==> src/rtl/move_scheduler_if.sv <==
// rtl/move_scheduler_if.sv - candidate/checker handshake between move_scheduler and the collision checker
//
// Signals:
//   cand_valid  scheduler -> checker  candidate presented, held until chk_done
//   cand_x      scheduler -> checker  candidate x
//   cand_y      scheduler -> checker  candidate y
//   cand_rot    scheduler -> checker  candidate rotation 0..3
//   chk_done    checker -> scheduler  result valid (only while cand_valid=1)
//   chk_ok      checker -> scheduler  1 = candidate collision-free
interface move_scheduler_if;
  logic       cand_valid;
  logic [9:0] cand_x;
  logic [9:0] cand_y;
  logic [9:0] cand_rot;
  logic       chk_done;
  logic       chk_ok;

  modport master (
    output cand_valid, cand_x, cand_y, cand_rot,
    input  chk_done, chk_ok
  );

  modport slave (
    input  cand_valid, cand_x, cand_y, cand_rot,
    output chk_done, chk_ok
  );
endinterface

==> src/rtl/move_scheduler.sv <==
// rtl/move_scheduler.sv - arbitrates button/gravity moves of the falling piece through the collision checker
//
// Ports:
//   clk, rst_n                      clock, asynchronous active-low reset
//   btn_left/right/down/rot         raw asynchronous button levels
//   spawn                           1-cycle pulse: load spawn position, clear pending, unlock
//   chk (move_scheduler_if.master)  candidate out, checker verdict in
//   pos_x, pos_y, rot               committed piece state
//   locked                          piece has landed, no moves issued
//   lock_pulse                      1-cycle pulse on the edge entering LOCKED
module move_scheduler #(
  parameter int GRAV_DIV = 50_000_000,
  parameter int FIELD_W  = 10,
  parameter int SPAWN_X  = 4,
  parameter int SPAWN_Y  = 0
) (
  input  logic             clk,
  input  logic             rst_n,
  input  logic             btn_left,
  input  logic             btn_right,
  input  logic             btn_down,
  input  logic             btn_rot,
  input  logic             spawn,
  move_scheduler_if.master chk,
  output logic [9:0]       pos_x,
  output logic [9:0]       pos_y,
  output logic [9:0]       rot,
  output logic             locked,
  output logic             lock_pulse
);

  localparam int CW = $clog2(GRAV_DIV);
  localparam logic [CW-1:0] CNT_MAX = CW'(GRAV_DIV - 1);
  localparam logic [9:0] X_MAX = 10'(FIELD_W - 1);

  // Source bit positions; the priority order is grav > rot > left > right > down.
  localparam int SRC_DOWN  = 0;
  localparam int SRC_RIGHT = 1;
  localparam int SRC_LEFT  = 2;
  localparam int SRC_ROT   = 3;
  localparam int SRC_GRAV  = 4;

  typedef enum logic [1:0] {S_IDLE, S_REQ, S_LOCKED} state_t;

  state_t          state_q, state_d;
  logic [3:0]      btn_raw, btn_rise;
  logic [3:0]      sync1_q, sync1_d, sync2_q, sync2_d, prev_q, prev_d;
  logic [4:0]      pend_q, pend_d, sel;
  logic [CW-1:0]   grav_cnt_q, grav_cnt_d;
  logic            grav_tick;
  logic [9:0]      pos_x_q, pos_x_d, pos_y_q, pos_y_d, rot_q, rot_d;
  logic [9:0]      cand_x_q, cand_x_d, cand_y_q, cand_y_d, cand_rot_q, cand_rot_d;
  logic [9:0]      nx, ny, nr;
  logic            cand_valid_q, cand_valid_d;
  logic            fall_q, fall_d;
  logic            lock_pulse_q, lock_pulse_d;
  logic            sel_fall, blocked, issue;

  // Bit order matches the SRC_* positions of the button sources.
  assign btn_raw  = {btn_rot, btn_left, btn_right, btn_down};
  assign btn_rise = sync2_q & ~prev_q;

  always_comb begin
    sync1_d = btn_raw;
    sync2_d = sync1_q;
    prev_d  = sync2_q;
  end

  // Highest-priority pending source and the candidate it would produce.
  always_comb begin
    sel = '0;
    if (pend_q[SRC_GRAV])       sel[SRC_GRAV]  = 1'b1;
    else if (pend_q[SRC_ROT])   sel[SRC_ROT]   = 1'b1;
    else if (pend_q[SRC_LEFT])  sel[SRC_LEFT]  = 1'b1;
    else if (pend_q[SRC_RIGHT]) sel[SRC_RIGHT] = 1'b1;
    else if (pend_q[SRC_DOWN])  sel[SRC_DOWN]  = 1'b1;

    nx = pos_x_q;
    ny = pos_y_q;
    nr = rot_q;
    if (sel[SRC_GRAV] || sel[SRC_DOWN]) ny = pos_y_q + 10'd1;
    if (sel[SRC_ROT])                   nr = {8'd0, rot_q[1:0] + 2'd1};
    if (sel[SRC_LEFT])                  nx = pos_x_q - 10'd1;
    if (sel[SRC_RIGHT])                 nx = pos_x_q + 10'd1;
  end

  assign sel_fall = sel[SRC_GRAV] | sel[SRC_DOWN];
  // A sideways move off the field edge is dropped instead of wrapping.
  assign blocked  = (sel[SRC_LEFT] && pos_x_q == 10'd0) || (sel[SRC_RIGHT] && pos_x_q == X_MAX);
  assign issue    = (state_q == S_IDLE) && !spawn && (|pend_q) && !blocked;

  // FSM: state register
  always_ff @(posedge clk or negedge rst_n) begin
    if (!rst_n) state_q <= S_IDLE;
    else        state_q <= state_d;
  end

  // FSM: next state
  always_comb begin
    state_d = state_q;
    if (spawn) begin
      state_d = S_IDLE;
    end else begin
      case (state_q)
        S_IDLE:   if (issue) state_d = S_REQ;
        S_REQ:    if (chk.chk_done) state_d = (!chk.chk_ok && fall_q) ? S_LOCKED : S_IDLE;
        S_LOCKED: state_d = S_LOCKED;
        default:  state_d = S_IDLE;
      endcase
    end
  end

  // FSM: outputs and datapath
  always_comb begin
    pos_x_d      = pos_x_q;
    pos_y_d      = pos_y_q;
    rot_d        = rot_q;
    cand_x_d     = cand_x_q;
    cand_y_d     = cand_y_q;
    cand_rot_d   = cand_rot_q;
    cand_valid_d = cand_valid_q;
    fall_d       = fall_q;
    lock_pulse_d = 1'b0;
    pend_d       = pend_q;

    if (spawn || state_q == S_LOCKED) grav_cnt_d = '0;
    else if (grav_cnt_q == CNT_MAX)   grav_cnt_d = '0;
    else                              grav_cnt_d = grav_cnt_q + CW'(1);
    grav_tick = !spawn && (state_q != S_LOCKED) && (grav_cnt_d == CNT_MAX);

    if (spawn) begin
      pos_x_d      = 10'(SPAWN_X);
      pos_y_d      = 10'(SPAWN_Y);
      rot_d        = 10'd0;
      pend_d       = '0;
      cand_valid_d = 1'b0;
    end else begin
      case (state_q)
        S_IDLE: begin
          // The selected flag clears whether the move is issued or dropped at the edge.
          pend_d = pend_q & ~sel;
          if (issue) begin
            cand_x_d     = nx;
            cand_y_d     = ny;
            cand_rot_d   = nr;
            cand_valid_d = 1'b1;
            fall_d       = sel_fall;
          end
        end
        S_REQ: begin
          if (chk.chk_done) begin
            cand_valid_d = 1'b0;
            if (chk.chk_ok) begin
              pos_x_d = cand_x_q;
              pos_y_d = cand_y_q;
              rot_d   = cand_rot_q;
            end else if (fall_q) begin
              lock_pulse_d = 1'b1;
            end
          end
        end
        default: ;
      endcase
      // New edges merge into pending flags; a landed piece ignores them.
      if (state_q != S_LOCKED) pend_d = pend_d | {grav_tick, btn_rise};
    end
  end

  always_ff @(posedge clk or negedge rst_n) begin
    if (!rst_n) begin
      sync1_q      <= '0;
      sync2_q      <= '0;
      prev_q       <= '0;
      pend_q       <= '0;
      grav_cnt_q   <= '0;
      pos_x_q      <= 10'(SPAWN_X);
      pos_y_q      <= 10'(SPAWN_Y);
      rot_q        <= 10'd0;
      cand_x_q     <= 10'd0;
      cand_y_q     <= 10'd0;
      cand_rot_q   <= 10'd0;
      cand_valid_q <= 1'b0;
      fall_q       <= 1'b0;
      lock_pulse_q <= 1'b0;
    end else begin
      sync1_q      <= sync1_d;
      sync2_q      <= sync2_d;
      prev_q       <= prev_d;
      pend_q       <= pend_d;
      grav_cnt_q   <= grav_cnt_d;
      pos_x_q      <= pos_x_d;
      pos_y_q      <= pos_y_d;
      rot_q        <= rot_d;
      cand_x_q     <= cand_x_d;
      cand_y_q     <= cand_y_d;
      cand_rot_q   <= cand_rot_d;
      cand_valid_q <= cand_valid_d;
      fall_q       <= fall_d;
      lock_pulse_q <= lock_pulse_d;
    end
  end

  assign chk.cand_valid = cand_valid_q;
  assign chk.cand_x     = cand_x_q;
  assign chk.cand_y     = cand_y_q;
  assign chk.cand_rot   = cand_rot_q;
  assign pos_x          = pos_x_q;
  assign pos_y          = pos_y_q;
  assign rot            = rot_q;
  assign locked         = (state_q == S_LOCKED);
  assign lock_pulse     = lock_pulse_q;

endmodule
==> src/flat_wrapper.sv <==
// flat-port wrapper written by rule: the top's interface ports become plain ports
module move_scheduler_flat 
#(
  parameter int GRAV_DIV = 50_000_000,
  parameter int FIELD_W  = 10,
  parameter int SPAWN_X  = 4,
  parameter int SPAWN_Y  = 0
)
  (clk, rst_n, btn_left, btn_right, btn_down, btn_rot, spawn, pos_x, pos_y, rot, locked, lock_pulse, chk_cand_valid, chk_cand_x, chk_cand_y, chk_cand_rot, chk_chk_done, chk_chk_ok);
  move_scheduler_if chk_i ();
  input  logic clk;
  input  logic rst_n;
  input  logic btn_left;
  input  logic btn_right;
  input  logic btn_down;
  input  logic btn_rot;
  input  logic spawn;
  output logic [9:0] pos_x;
  output logic [9:0] pos_y;
  output logic [9:0] rot;
  output logic locked;
  output logic lock_pulse;
  output wire logic [$bits(chk_i.cand_valid)-1:0] chk_cand_valid;
  output wire logic [$bits(chk_i.cand_x)-1:0] chk_cand_x;
  output wire logic [$bits(chk_i.cand_y)-1:0] chk_cand_y;
  output wire logic [$bits(chk_i.cand_rot)-1:0] chk_cand_rot;
  input wire logic [$bits(chk_i.chk_done)-1:0] chk_chk_done;
  input wire logic [$bits(chk_i.chk_ok)-1:0] chk_chk_ok;
  assign chk_cand_valid = chk_i.cand_valid;
  assign chk_cand_x = chk_i.cand_x;
  assign chk_cand_y = chk_i.cand_y;
  assign chk_cand_rot = chk_i.cand_rot;
  assign chk_i.chk_done = chk_chk_done;
  assign chk_i.chk_ok = chk_chk_ok;
  move_scheduler #(.GRAV_DIV(GRAV_DIV), .FIELD_W(FIELD_W), .SPAWN_X(SPAWN_X), .SPAWN_Y(SPAWN_Y)) u_core (.clk(clk), .rst_n(rst_n), .btn_left(btn_left), .btn_right(btn_right), .btn_down(btn_down), .btn_rot(btn_rot), .spawn(spawn), .chk(chk_i), .pos_x(pos_x), .pos_y(pos_y), .rot(rot), .locked(locked), .lock_pulse(lock_pulse));
endmodule
==> config.mk <==
export PLATFORM = sky130hd
export DESIGN_NAME = move_scheduler_flat
export DESIGN_NICKNAME = d
export VERILOG_FILES = /design/src/rtl/move_scheduler_if.sv /design/src/rtl/move_scheduler.sv /design/src/flat_wrapper.sv
export SDC_FILE = /design/constraint.sdc
export NUM_CORES = 1
export LEC_CHECK = 0
export BUFFER_PORTS_ARGS = -buffer_cell sky130_fd_sc_hd__buf_2
export CAP_MARGIN = 40
export CORE_MARGIN = 10
export CORE_UTILIZATION = 52
export CTS_CLUSTER_DIAMETER = 100
export CTS_CLUSTER_SIZE = 25
export DETAILED_ROUTE_END_ITERATION = 10
export PLACE_DENSITY = 0.78
export SLEW_MARGIN = 20
export SYNTH_ARGS = -nofsm -noshare
export SYNTH_HDL_FRONTEND = slang
export SYNTH_SLANG_ARGS = --single-unit
==> constraint.sdc <==
create_clock -name clk -period 2.26 [get_ports clk]
set_input_delay 0.226 -clock clk [delete_from_list [all_inputs] [get_ports clk]]
set_output_delay 0.226 -clock clk [all_outputs]
set_load 0.1 [all_outputs]
Yosys cells after proc, flatten, opt, wreduce, memory -nomap -nowiden --
Cells that the tools add are included.
Storage, ports and cells: bits in registers 108, logic and storage cells 105
Operators by class: muxes and demuxes 45, add/sub/neg operators 5, bitwise logic cells 7, equality and inequality tests 8, reductions and logical operators 25
Operators by type and width (number):
- $mux W10 | 16
- $eq A26 B26 Y1 const B | 2
- $mux W26 | 2
- $add A26 B1 Y26 const B | 1
- $add A10 B1 Y10 const B | 2
- $mux W5 | 4
- $mux W1 | 14
- $eq A10 B4 Y1 const B | 1
- $logic_not A10 Y1 | 1
- $mux W2 | 5
- $sub A10 B1 Y10 const B | 1
- $reduce_and A3 Y1 | 3
- $logic_and A1 B1 Y1 | 8
- $pmux W2 S3 | 1
- $reduce_bool A2 Y1 | 3
- $and A5 B5 Y5 | 1
- $not A5 Y5 | 1
- $or A5 B5 Y5 | 1
- $reduce_or A5 Y1 | 1
- $and A4 B4 Y4 | 1
- $mux W4 | 1
- $not A4 Y4 | 1
- $logic_not A1 Y1 | 3
- $logic_or A1 B1 Y1 | 3
- other kinds (13) | 13

Longest topological paths before layout --
Gate-level depths: netlist (run 1).
word-level depth 12, mapped depth 10, mapped depth without buffers 8

Worst setup path before layout (run 1) --
No wires, ideal clock.
kind register -> register, start point reg u_core.pos_x_q[0], in the netlist u_core.pos_x[0], end point reg u_core.cand_x_q[0], in the netlist u_core.chk.cand_x[0], cell stages (with the launch flop) 11, required time 2.138 ns, arrival 2.681 ns, path slack -0.544 ns, cells stage by stage dfrtp_1 > inv_1 > ha_1 > nor2b_1 > a32oi_1 > o22ai_2 > or4_1 > buf_6 > buf_12 > nand2_1 > o21ai_2
On the way: longest elaborated chain between the ends 6
Ends and longest elaborated chain:
- from (decl) | RTL line move_scheduler.sv:51 | logic [9:0] pos_x_q, pos_x_d, pos_y_q, pos_y_d, rot_q, rot_d;
- from (signal assigned) | RTL line move_scheduler.sv:176 | pos_x_q <= 10'(SPAWN_X);
- from (signal assigned) | RTL line move_scheduler.sv:191 | pos_x_q <= pos_x_d;
- branches (longest 6 deep; another with $sub A10 B1 Y10)
- to (signal assigned) | RTL line move_scheduler.sv:194 | cand_x_q <= cand_x_d;
- to (decl) | RTL line move_scheduler.sv:52 | logic [9:0] cand_x_q, cand_x_d, cand_y_q, cand_y_d, cand_rot_q, cand_rot_d;
Parallel ways; which one is timed is not known. A chain may end at the register's enable or synchronous reset.

Final worst setup path (run 1) --
start point reg u_core.pos_x_q[5], in the netlist u_core.pos_x[5], end point reg u_core.cand_rot_q[0], in the netlist u_core.chk.cand_rot[0]
On the way: longest elaborated chain between the ends 6
Ends and longest elaborated chain:
- $eq A10 B4 Y1 or $logic_not A10 Y1 (tied branches) | RTL line move_scheduler.sv:89 | assign blocked = (sel[SRC_LEFT] && pos_x_q == 10'd0) || (sel[SRC_RIGHT] && pos_x_q == X_MAX);
- $logic_and A1 B1 Y1 | RTL line move_scheduler.sv:89
- $logic_or A1 B1 Y1 (*) | RTL line move_scheduler.sv:89
- $logic_not A1 Y1 (*) | RTL line move_scheduler.sv:90 | assign issue = (state_q == S_IDLE) && !spawn && (|pend_q) && !blocked;
- $logic_and A1 B1 Y1 (*) | RTL line move_scheduler.sv:90
- $reduce_and A3 Y1 (no source line) (*)
- to (signal assigned) | RTL line move_scheduler.sv:196 | cand_rot_q <= cand_rot_d;
- to (decl) | RTL line move_scheduler.sv:52
Mark *: on every way between the ends. The rest lies on a longest branch, timed or not.

==> flow_summary.ini, run 1 <==
[outcome]
status = finished, final reports clean

[clock_network]
clock-sinks = 108
clkTransAtPathRegs_ns = 0.11
cts.path.max_buffers = 2
cts_tree = built
cts-root-buf = clkbuf_8
clk_latency_ns = 0.37
htree_levels = 3
cts_buffers = 9

[pwr]
pwr-share-comb_pct = 17.9
peakVddDrop_mv = 0.4870
seqPwrFrac_pct = 51.7
p_sw_mw = 1.284
leakagePower_nw = 2.882
clock_power_share_pct = 30.4
power_density_nw_per_um2 = 630.5
p_int_mw = 2.714
p_sw_share_pct = 32.12

[synth]
synth_edf_count = 0
synth_seq_area_share_pct = 50.36
syn-cell-area_um2 = 5369
syn_nets = 586
synthCells = 571
yosys.cell_types.count = 58
avgSynthCellArea_um2 = 9.403
async_flop_share_pct = 100.0
yosys_warnings = 0
synth-seq-cells = 108
synth_flop_cell = dfrtp_1

[timing]
fin_crit_sh_pct = 97.57
hold_violations = 0
skew_ns = 0.01367
max_freq_mhz = 453.5
rsz0062_at_grt = true
period_minus_slack_ns = 2.205
whs_ns = 0.1737
relSlewSlack_pct = 48.93
slew_viol_final = 0
worstMarginPinSlew_ns = 0.7661
fin_tns_setup_ns = 0
setup_viol = 0

[global_routing]
overflow = 0
antenna_found_initial = 0
grtUsageTotal_pct = 17.02
grt_pass1_vias = 4284
grt_max_degree = 63
grt_pass1_wl_um = 20870

[finish]
stdcell_area_um2 = 6341
fillCellCount = 840
drive_above_1_share_pct = 26.24
antenna_cells = 0
area_growth_pct = 18.11
final_util_pct = 62.26
final_common_cell = nand2_1
fin_nets = 677
fin_cells = 803
layout_common_cells = 114 x nand2_1, 100 x dfrtp_1, 70 x buf_2

[detailed_routing]
num_vias = 4412
totalWireLength_um = 12690
wire_per_inst_um = 15.80
dr.pass1.iters = 5
drc_errors = 0
drtAntennaViolNets = 0
avgViaCountPerCell = 5.494
drt_iter0_markers = 327

[worst_setup_path]
r2r_setup_slack_ns = 0.05
crit_path_frequent_cell = or4_4
cp.arrival_ns = 2.50
critPathMaxStageDelay_ns = 0.49
critPathKind = flip-flop to flip-flop
crit_required_ns = 2.55
critPathMaxFanout = 20
cp-end-kind = flip-flop
crit_chain = or4_4 > or4_4 > o22ai_4 > or4_4 > buf_12 > nand2_1 > o21ai_2
critPathSlowestCell = or4_4
start_kind = flip-flop

[die]
die_x_um = 121.6
row_count = 37
die_area_um2 = 14790
io_pins = 72
die_h_um = 121.6
start_util_pct = 52.71
core_um2 = 10180

[hold_path]
holdCritPathClass = input pin to flip-flop

[place]
placedCellCount = 782
placed_area_um2 = 6041
dpl.hpwl_um = 9214
place.gp.congestion = 0.8840
port_buffers = 71

[flow_run]
cap_violations = 0
-- per-layer routing --
layer,GRT usage [%],vias up,wire [um]
met5,0,-,0
met4,4.694,0,123
met3,4.348,11,806
met2,28.86,118,6372
met1,21.07,2144,5390
li1,-,2139,-
-- power groups by stage --
stage	logic, mW	registers [mW]	clock network, mW
finish	0.715	2.07	1.22
global route	0.761	2.08	1.32
CTS	0.714	2.06	1.25
detailed placement	0.704	2.10	0
global placement	0.694	2.10	0
floorplan	0.231	2.39	0
-- registers in the layout (all words and copies together), names as in the netlist, 2 cells and up --
register,flops
u_core.grav_cnt_q,26
u_core.chk.cand_rot,10
u_core.chk.cand_x,10
u_core.chk.cand_y,10
u_core.pos_x,10
u_core.pos_y,10
u_core.rot,10
u_core.pend_q,5
u_core.prev_d,4
u_core.prev_q,4
u_core.sync1_q,4
u_core.state_q,2
-- cells by family after synthesis --
logic type                 after synthesis  synth area share (%)
and+or+nand+nor                        267                 23.89
DFF                                    108                 50.36
AOI/OAI and AO/OA                       98                 12.28
muxes                                    1                0.1864
buffers and inverters                   49                 5.034
adders and majority gates                6                 1.398
xor gates and xnor gates                42                 6.852
-- layout make-up --
type | count | area (um^2) | share of cell area, %
well taps | 136 | 170.2 | 2.684
multi-input cells | 414 | 2445 | 38.56
repair buffers | 117 | 753.2 | 11.88
inverters | 12 | 45.04 | 0.7103
clock inverters | 6 | 72.57 | 1.144
flip-flops and latches | 108 | 2718 | 42.86
clock buffers | 10 | 137.6 | 2.170
-- Yosys cell counts, types with 2 or more instances --
cell type  instances  area (um^2)
xor2_1            21        183.9
buf_8              4        60.06
nand2_1          116        435.4
or4_1              4        30.03
ha_1               6        75.07
o32ai_1            2        17.52
nand4b_1           6        52.55
xnor2_1           21        183.9
a22oi_1            2        15.01
o22ai_1            2        12.51
nor3b_1            2        15.01
nor2_1            53        198.9
a21oi_1           39        195.2
o21ai_2           21        183.9
a211oi_1           3        22.52
a21o_1             2        15.01
a31oi_1            4        25.02
or3b_2             2        17.52
nand3_1           21        105.1
and4_1             4        35.03
nor2b_1            2        12.51
or2_2              2        12.51
and2_1             2        12.51
buf_2              8        40.04
a32oi_1            3        26.28
clkbuf_1          21        78.83
nand2b_1           8        50.05
o21ai_0            7        35.03
nand4_1           10        62.56
nor4_1             9        56.30
buf_6              2        22.52
o31ai_1            3        22.52
and3_1             4        25.02
dfrtp_1          107         2678
or3_1              4        25.02
inv_1             12        45.04
nand3b_1           3        22.52
nor3_1             9        45.04
-- worst paths after layout --
kind | cells past startpoint | start | endpoint
hold / removal | 3 | chk_chk_ok | u_core.lock_pulse
min in group asynchronous | 2 | rst_n | u_core.chk.cand_x[3]
hold reg to reg | 0 | u_core.sync1_q[3] | u_core.prev_d[3]
max in group asynchronous | 3 | rst_n | u_core.rot[2]
setup / recovery | 7 | u_core.pos_x[5] | u_core.chk.cand_rot[0]
setup reg to reg | 7 | u_core.pos_x[5] | u_core.chk.cand_rot[0]
-- critical path: cells and delay by family, from the launching register on --
| family | cells | cell delay, ns |
|---|---|---|
| flip-flops | 1 | 0.48 |
| AO/OA/AOI/OAI | 2 | 0.25 |
| buffers and inverters | 1 | 0.17 |
| AND/OR/NAND/NOR | 4 | 1.23 |
-- stage by stage --
stage	power, mW	setup slack, ns
floorplan	2.625	-0.2242
global placement	2.792	0.04672
detailed placement	2.805	0.02193
CTS	4.029	0.02053
global route	4.160	-0.01494
finish	3.998	0.05489
-- timing repair --
action / CTS / global route
endpoints found under the setup margin: 4 / 24
pin swaps: 0 / 0
hold buffers: 5 / 0
gates resized for setup: 1 / 7
hold endpoints to repair: 61 / 0
setup buffers: 0 / 0
Power figures use the tool's default switching activity.
==> run 2: changes to the inputs <==
ABC_AREA = 1   (was not set)
clock period = 1.8 ns   (was 2.26 ns; I/O delays follow)
==> run 2 against run 1 <==
Compared with the run above:
- the flow now finishes with violations (setup timing)
- clock power increased by 39%
- utilization increased by 5.7 points
- area after synthesis increased by 1.1%
- register-to-register slack got worse by 0.19 ns
- first-iteration DRC count increased by 12%
- synthesized cell count increased by 20%
- global-route usage increased by 2.6 points
- final cell count increased by 19%
- critical endpoint is now u_core.pend_q[4]
- largest cell class unchanged
- largest power group unchanged
==> flow_summary.ini, run 2 <==
[outcome]
status = finished, violations left
violations = setup timing

[detailed_routing]
drt_iter0_markers = 367
drc_errors = 0
dr.pass1.iters = 5
wire_per_inst_um = 16.04
totalWireLength_um = 15360
avgViaCountPerCell = 5.290
num_vias = 5068
drtAntennaViolNets = 0

[worst_setup_path]
r2r_end = u_core.pend_q[4]
cpLargestDelayFamily = simple AND/OR/NAND/NOR gates
start_kind = flip-flop
crit_buf_inv = 3
cp-end-kind = flip-flop
critPathSlowestCell = dfrtp_1
crit_chain = buf_6 > nand2_2 > nor2_4 > nand2_4 > inv_4 > buf_4 > nand3_1 > nand2_1 > nor2_2 > nor2_1 > nand3_1 > nor2_2 > nand2_1 > a21oi_2
crit_required_ns = 2.11
cp.arrival_ns = 2.24
critPathMaxStageDelay_ns = 0.41
critPathMaxFanout = 6
r2r_setup_slack_ns = -0.13
ff2ff_path_depth = 14
reg2reg_from = u_core.grav_cnt_q[1]
critPathKind = flip-flop to flip-flop

[pwr]
leakagePower_nw = 3.457
power_density_nw_per_um2 = 770.3
peakVddDrop_mv = 0.5680

[timing]
whs_ns = 0.08045
fin_ws_ns = -0.1303
max_freq_mhz = 518.1
relSlewSlack_pct = 64.69
worstMarginPinSlew_ns = 0.5334
fin_crit_sh_pct = 107.2
hold_violations = 0
skew_ns = 0.01109
period_minus_slack_ns = 1.930
setup_viol = 1
slew_viol_final = 0
rsz0062_at_grt = true

[hold_path]
worstHoldEndpoint = u_core.lock_pulse
holdCritPathClass = input pin to flip-flop
hold_path_depth = 3
hp-start = chk_chk_done

[synth]
async_flop_share_pct = 100.0
yosys_warnings = 0
syn_nets = 699
synth_flop_cell = dfrtp_1
syn-cell-area_um2 = 5430
synth_seq_area_share_pct = 49.79
yosys.cell_types.count = 36
yosys.area.top_type_share_pct = 49.31
yosys.cell_count.top_type = nand2_1
avgSynthCellArea_um2 = 7.939
synth-seq-cells = 108
synth_largest_area_cell = dfrtp_1
yosys-top-cells-area = dfrtp_1 49%, nand2_1 11%, inv_1 6.4%, nor2_1 5.9%, nand3_1 5.0%
synth_edf_count = 0
synthCells = 684
synth_common_cells = 160 x nand2_1, 107 x dfrtp_1, 93 x inv_1, 86 x nor2_1, 54 x nand3_1

[place]
port_buffers = 71
placed_area_um2 = 6264
place.gp.congestion = 0.9544
dpl.hpwl_um = 10850
placedCellCount = 918

[die]
start_util_pct = 53.08
io_pins = 72
row_count = 37
die_h_um = 122.2
core_um2 = 10230
die_area_um2 = 14930
die_x_um = 122.2

[global_routing]
met2_usage_pct = 29.64
antenna_found_initial = 0
grt_pass1_wl_um = 23710
overflow = 0
grtUsageTotal_pct = 19.65
busiest_layer = met2
grt_util_met1_pct = 27.19
grt_pass1_vias = 4811
grt_max_degree = 50
use_met3_pct = 5.273

[finish]
layout_common_cells = 156 x nand2_1, 93 x dfrtp_1, 90 x inv_1
fin_nets = 832
largest_register = u_core.grav_cnt_q
final_util_pct = 67.93
stdcell_area_um2 = 6950
largest_reg_flops = 26
drive_above_1_share_pct = 27.74
area_growth_pct = 28.00
antenna_cells = 0
fin_cells = 958
fillCellCount = 826
final_common_cell = nand2_1

[clock_network]
clkTransAtPathRegs_ns = 0.11
cts_buffers = 9
cts_tree = built
clock-sinks = 108
htree_levels = 3
cts.path.max_buffers = 2
clk_latency_ns = 0.38
cts-root-buf = clkbuf_8

[flow_run]
cap_violations = 0
==> run 2: timing repair <==
item	4_1_cts	5_1_grt
buffers inserted	1	15
cloned	0	3
hold buffers	5	0
endpoints found under the hold margin	33	0
setup endpoints to repair	1	10
pin swaps	8	21
gates resized for setup	6	49
==> run 2: area by class of cell <==
type	instances	area (um^2)	area share (%)
Clock buffer	11	141.4	2.034
Tap cell	136	170.2	2.448
Multi-Input combinational cell	465	2481	35.70
Sequential cell	108	2738	39.39
Timing Repair Buffer	135	952.2	13.70
Clock inverter	5	85.08	1.224
Inverter	98	382.9	5.509
==> run 2: per-layer routing <==
metal / wire length, um / share of wire, %
met2: 7085 / 46
met4: 208 / 1.4
met5: 0 / 0
met3: 1286 / 8.4
met1: 6783 / 44
==> run 2: worst reg2reg max path, cell delays in order, from the launching register on <==
cell and delay, ns:
dfrtp_1 0.41, buf_6 0.12, nand2_2 0.07, nor2_4 0.18, nand2_4 0.13, inv_4 0.10, buf_4 0.11, nand3_1 0.07
nand2_1 0.09, nor2_2 0.05, nor2_1 0.11, nand3_1 0.10, nor2_2 0.13, nand2_1 0.08, a21oi_2 0.12
==> run 2: kinds of logic (layout without fill, tap and decap cells) <==
group	count (synthesis)	count (layout)	synth area share, %
buf+inv	111	249	7.903
flops	108	108	49.79
xor+xnor	18	18	2.903
simple gates	350	350	28.34
fa+ha+maj	6	6	1.382
compound gates	91	91	9.678
==> run 2: how the worst max path moves through the flow <==
stage / from / slack [ns] / endpoint / depth (start not counted)
floorplan: u_core.pos_x[0] / 0.008 / u_core.chk.cand_x[8] / 6
global placement: u_core.grav_cnt_q[0] / -0.03 / u_core.pend_q[4] / 12
detailed placement: u_core.grav_cnt_q[0] / -0.06 / u_core.pend_q[4] / 13
CTS: u_core.grav_cnt_q[0] / -0.06 / u_core.pend_q[4] / 13
global route: u_core.grav_cnt_q[1] / -0.23 / u_core.pend_q[4] / 14
finish: u_core.grav_cnt_q[1] / -0.13 / u_core.pend_q[4] / 14
==> run 2: stage by stage <==
stage                     power [mW]  worst slack, ns   TNS, ns
final                          5.354          -0.1303   -0.1303
after global placement         3.550         -0.02776  -0.02776
after floorplan                3.294         0.007929         0
after CTS                      5.259         -0.06480  -0.06480
after global routing           5.534          -0.2306   -0.7769
after detailed placement       3.567         -0.06462  -0.06462
==> run 2: where the power goes <==
group | switching [mW] | leakage (nW) | internal [mW]
registers | 0.0757 | 1.44 | 2.52
logic | 0.799 | 1.91 | 0.264
clock network | 0.867 | 0.110 | 0.831
total | 1.74 | 3.46 | 3.61
==> run 3: changes to the inputs <==
CORE_UTILIZATION = 40   (was 52)
PLACE_DENSITY = 0.63   (was 0.78)
==> run 3 against run 2 <==
Compared with the run above:
- the flow still finishes with violations (setup timing)
- setup slack improved by 0.096 ns
- clock skew fell by 0.0012 ns
- register-to-register slack improved by 0.096 ns
- non-clock buffer count decreased by 8
- sequential share of layout area fell by 0.13 points
- via count shrank 2.5%
- count of clock-buffer cells in the layout is 1 higher
- final area rose by 0.47%
- power increased by 3.7%
- sequential power is essentially flat
- critical path depth decreased by 1
- clock power up 13%
==> flow_summary.ini, run 3 (synthesized netlist as in run 2, its figures left out) <==
[finish]
multi_input_area_um2 = 2484
layout_common_cells = 150 x nand2_1, 90 x dfrtp_1, 89 x inv_1
fin_cells = 993
final_util_pct = 52.52
area_growth_pct = 28.59
final-seq-area_um2 = 2741
stdcell_area_um2 = 6983
largest_reg_flops = 26
largest_register = u_core.grav_cnt_q
final_common_cell = nand2_1
fin_nets = 824
fillCellCount = 1238
drive_above_1_share_pct = 27.64

[die]
die_area_um2 = 18640
die_h_um = 136.5
row_count = 42
start_util_pct = 40.84
core_um2 = 13300
die_x_um = 136.5
io_pins = 72

[timing]
period_minus_slack_ns = 1.834
relSlewSlack_pct = 63.18
skew_ns = 0.009849
slew_viol_final = 0
setup_viol = 1
hold_violations = 0
fin_tns_setup_ns = -0.03384
fin_ws_ns = -0.03384
whs_ns = 0.1475
rsz0062_at_grt = true
fin_crit_sh_pct = 101.9
worstMarginPinSlew_ns = 0.5523
max_freq_mhz = 545.3

[clock_network]
cts-root-buf = clkbuf_16
clk_latency_ns = 0.36
clkTransAtPathRegs_ns = 0.07
clock-sinks = 108
cts_buffers = 9
cts.path.max_buffers = 2
cts_tree = built
htree_levels = 3

[worst_setup_path]
critPathKind = flip-flop to flip-flop
critPathMaxStageDelay_ns = 0.36
cp.arrival_ns = 2.12
r2r_end = u_core.pend_q[4]
crit_cells = 13
cp-end-kind = flip-flop
critPathSlowestCell = dfrtp_1
cpLargestDelayFamily = simple AND/OR/NAND/NOR gates
crit_required_ns = 2.09
critPathMaxFanout = 8
cp-startpoint = u_core.grav_cnt_q[1]
crit_path_end = u_core.pend_q[4]
reg2reg_from = u_core.grav_cnt_q[1]
ff2ff_path_depth = 13
start_kind = flip-flop
crit_chain = ha_2 > nand2_4 > nor2_8 > nand2_4 > o21bai_1 > nand2_1 > inv_1 > nand3_1 > nor2_2 > nand2_1 > nor2_2 > nand2_1 > a21oi_2
r2r_setup_slack_ns = -0.03
crit_path_frequent_cell = nand2_1
crit_buf_inv = 1

[global_routing]
overflow = 0
grt_pass1_vias = 5075
grtUsageTotal_pct = 16.67
grt_pass1_wl_um = 24860
antenna_found_initial = 3
grt_max_degree = 38

[pwr]
peakVddDrop_mv = 0.4301
leakagePower_nw = 3.426
power_density_nw_per_um2 = 794.7
p_total_mw = 5.550

[detailed_routing]
avgViaCountPerCell = 4.976
drt_iter0_markers = 302
wire_per_inst_um = 15.42
totalWireLength_um = 15310
num_vias = 4941
dr.pass1.iters = 5
drc_errors = 0
drtAntennaViolNets = 0

[place]
placedCellCount = 954
port_buffers = 71
place.gp.congestion = 0.9044
dpl.hpwl_um = 11510
pre_cts_slack_ns = -0.05158
placed_area_um2 = 6296

[outcome]
violations = setup timing
status = finished, violations left

[hold_path]
holdCritPathClass = input pin to flip-flop
hold_path_depth = 3

[flow_run]
cap_violations = 0
==> run 3: worst min-delay path by stage <==
stage	startpoint	to	slack, ns
floorplan	rst_n	u_core.chk.cand_rot[0]	-0.12
global placement	rst_n	u_core.grav_cnt_q[20]	0.21
detailed placement	rst_n	u_core.grav_cnt_q[20]	0.21
CTS	chk_chk_done	u_core.lock_pulse	0.13
global route	chk_chk_done	u_core.lock_pulse	0.14
finish	chk_chk_done	u_core.lock_pulse	0.15
==> run 3: layout make-up <==
| type | instances | share of cell area [%] |
|---|---|---|
| Antenna cell | 3 | 0.1075 |
| Clock buffer | 12 | 3.530 |
| Clock inverter | 4 | 0.4838 |
| Inverter | 98 | 5.411 |
| Multi-Input combinational cell | 465 | 35.57 |
| Sequential cell | 108 | 39.26 |
| Tap cell | 176 | 3.154 |
| Timing Repair Buffer | 127 | 12.49 |
==> run 3: worst register-to-register path, stage by stage, from the launching register on <==
cell	delay (ns)
dfrtp_1	0.36
ha_2	0.21
nand2_4	0.08
nor2_8	0.19
nand2_4	0.08
o21bai_1	0.14
nand2_1	0.10
inv_1	0.06
nand3_1	0.08
nor2_2	0.11
nand2_1	0.08
nor2_2	0.09
nand2_1	0.07
a21oi_2	0.12
==> run 3: per-layer routing <==
| layer | vias to the layer above | track usage [%] | part of all wire (%) |
|---|---|---|---|
| met5 | - | 0 | 0 |
| met4 | 0 | 5.858 | 1.6 |
| met3 | 15 | 4.362 | 5.6 |
| met2 | 125 | 26.71 | 47 |
| met1 | 2364 | 21.30 | 46 |
| li1 | 2437 | - | - |
==> run 3: what timing repair did <==
action                                  4_1_cts  5_1_grt
setup buffers                                 0       15
cloned                                        0        0
endpoints found under the setup margin        2       28
hold endpoints to repair                     38        0
hold buffers                                  5        0
pin swaps                                     5       17
gates resized for setup                      10       60
==> run 3: power breakdown <==
group          internal, mW  switching [mW]  total [mW]
Sequential             2.52          0.0754        2.59
Combinational         0.254           0.782        1.04
Clock                 0.989           0.930        1.92
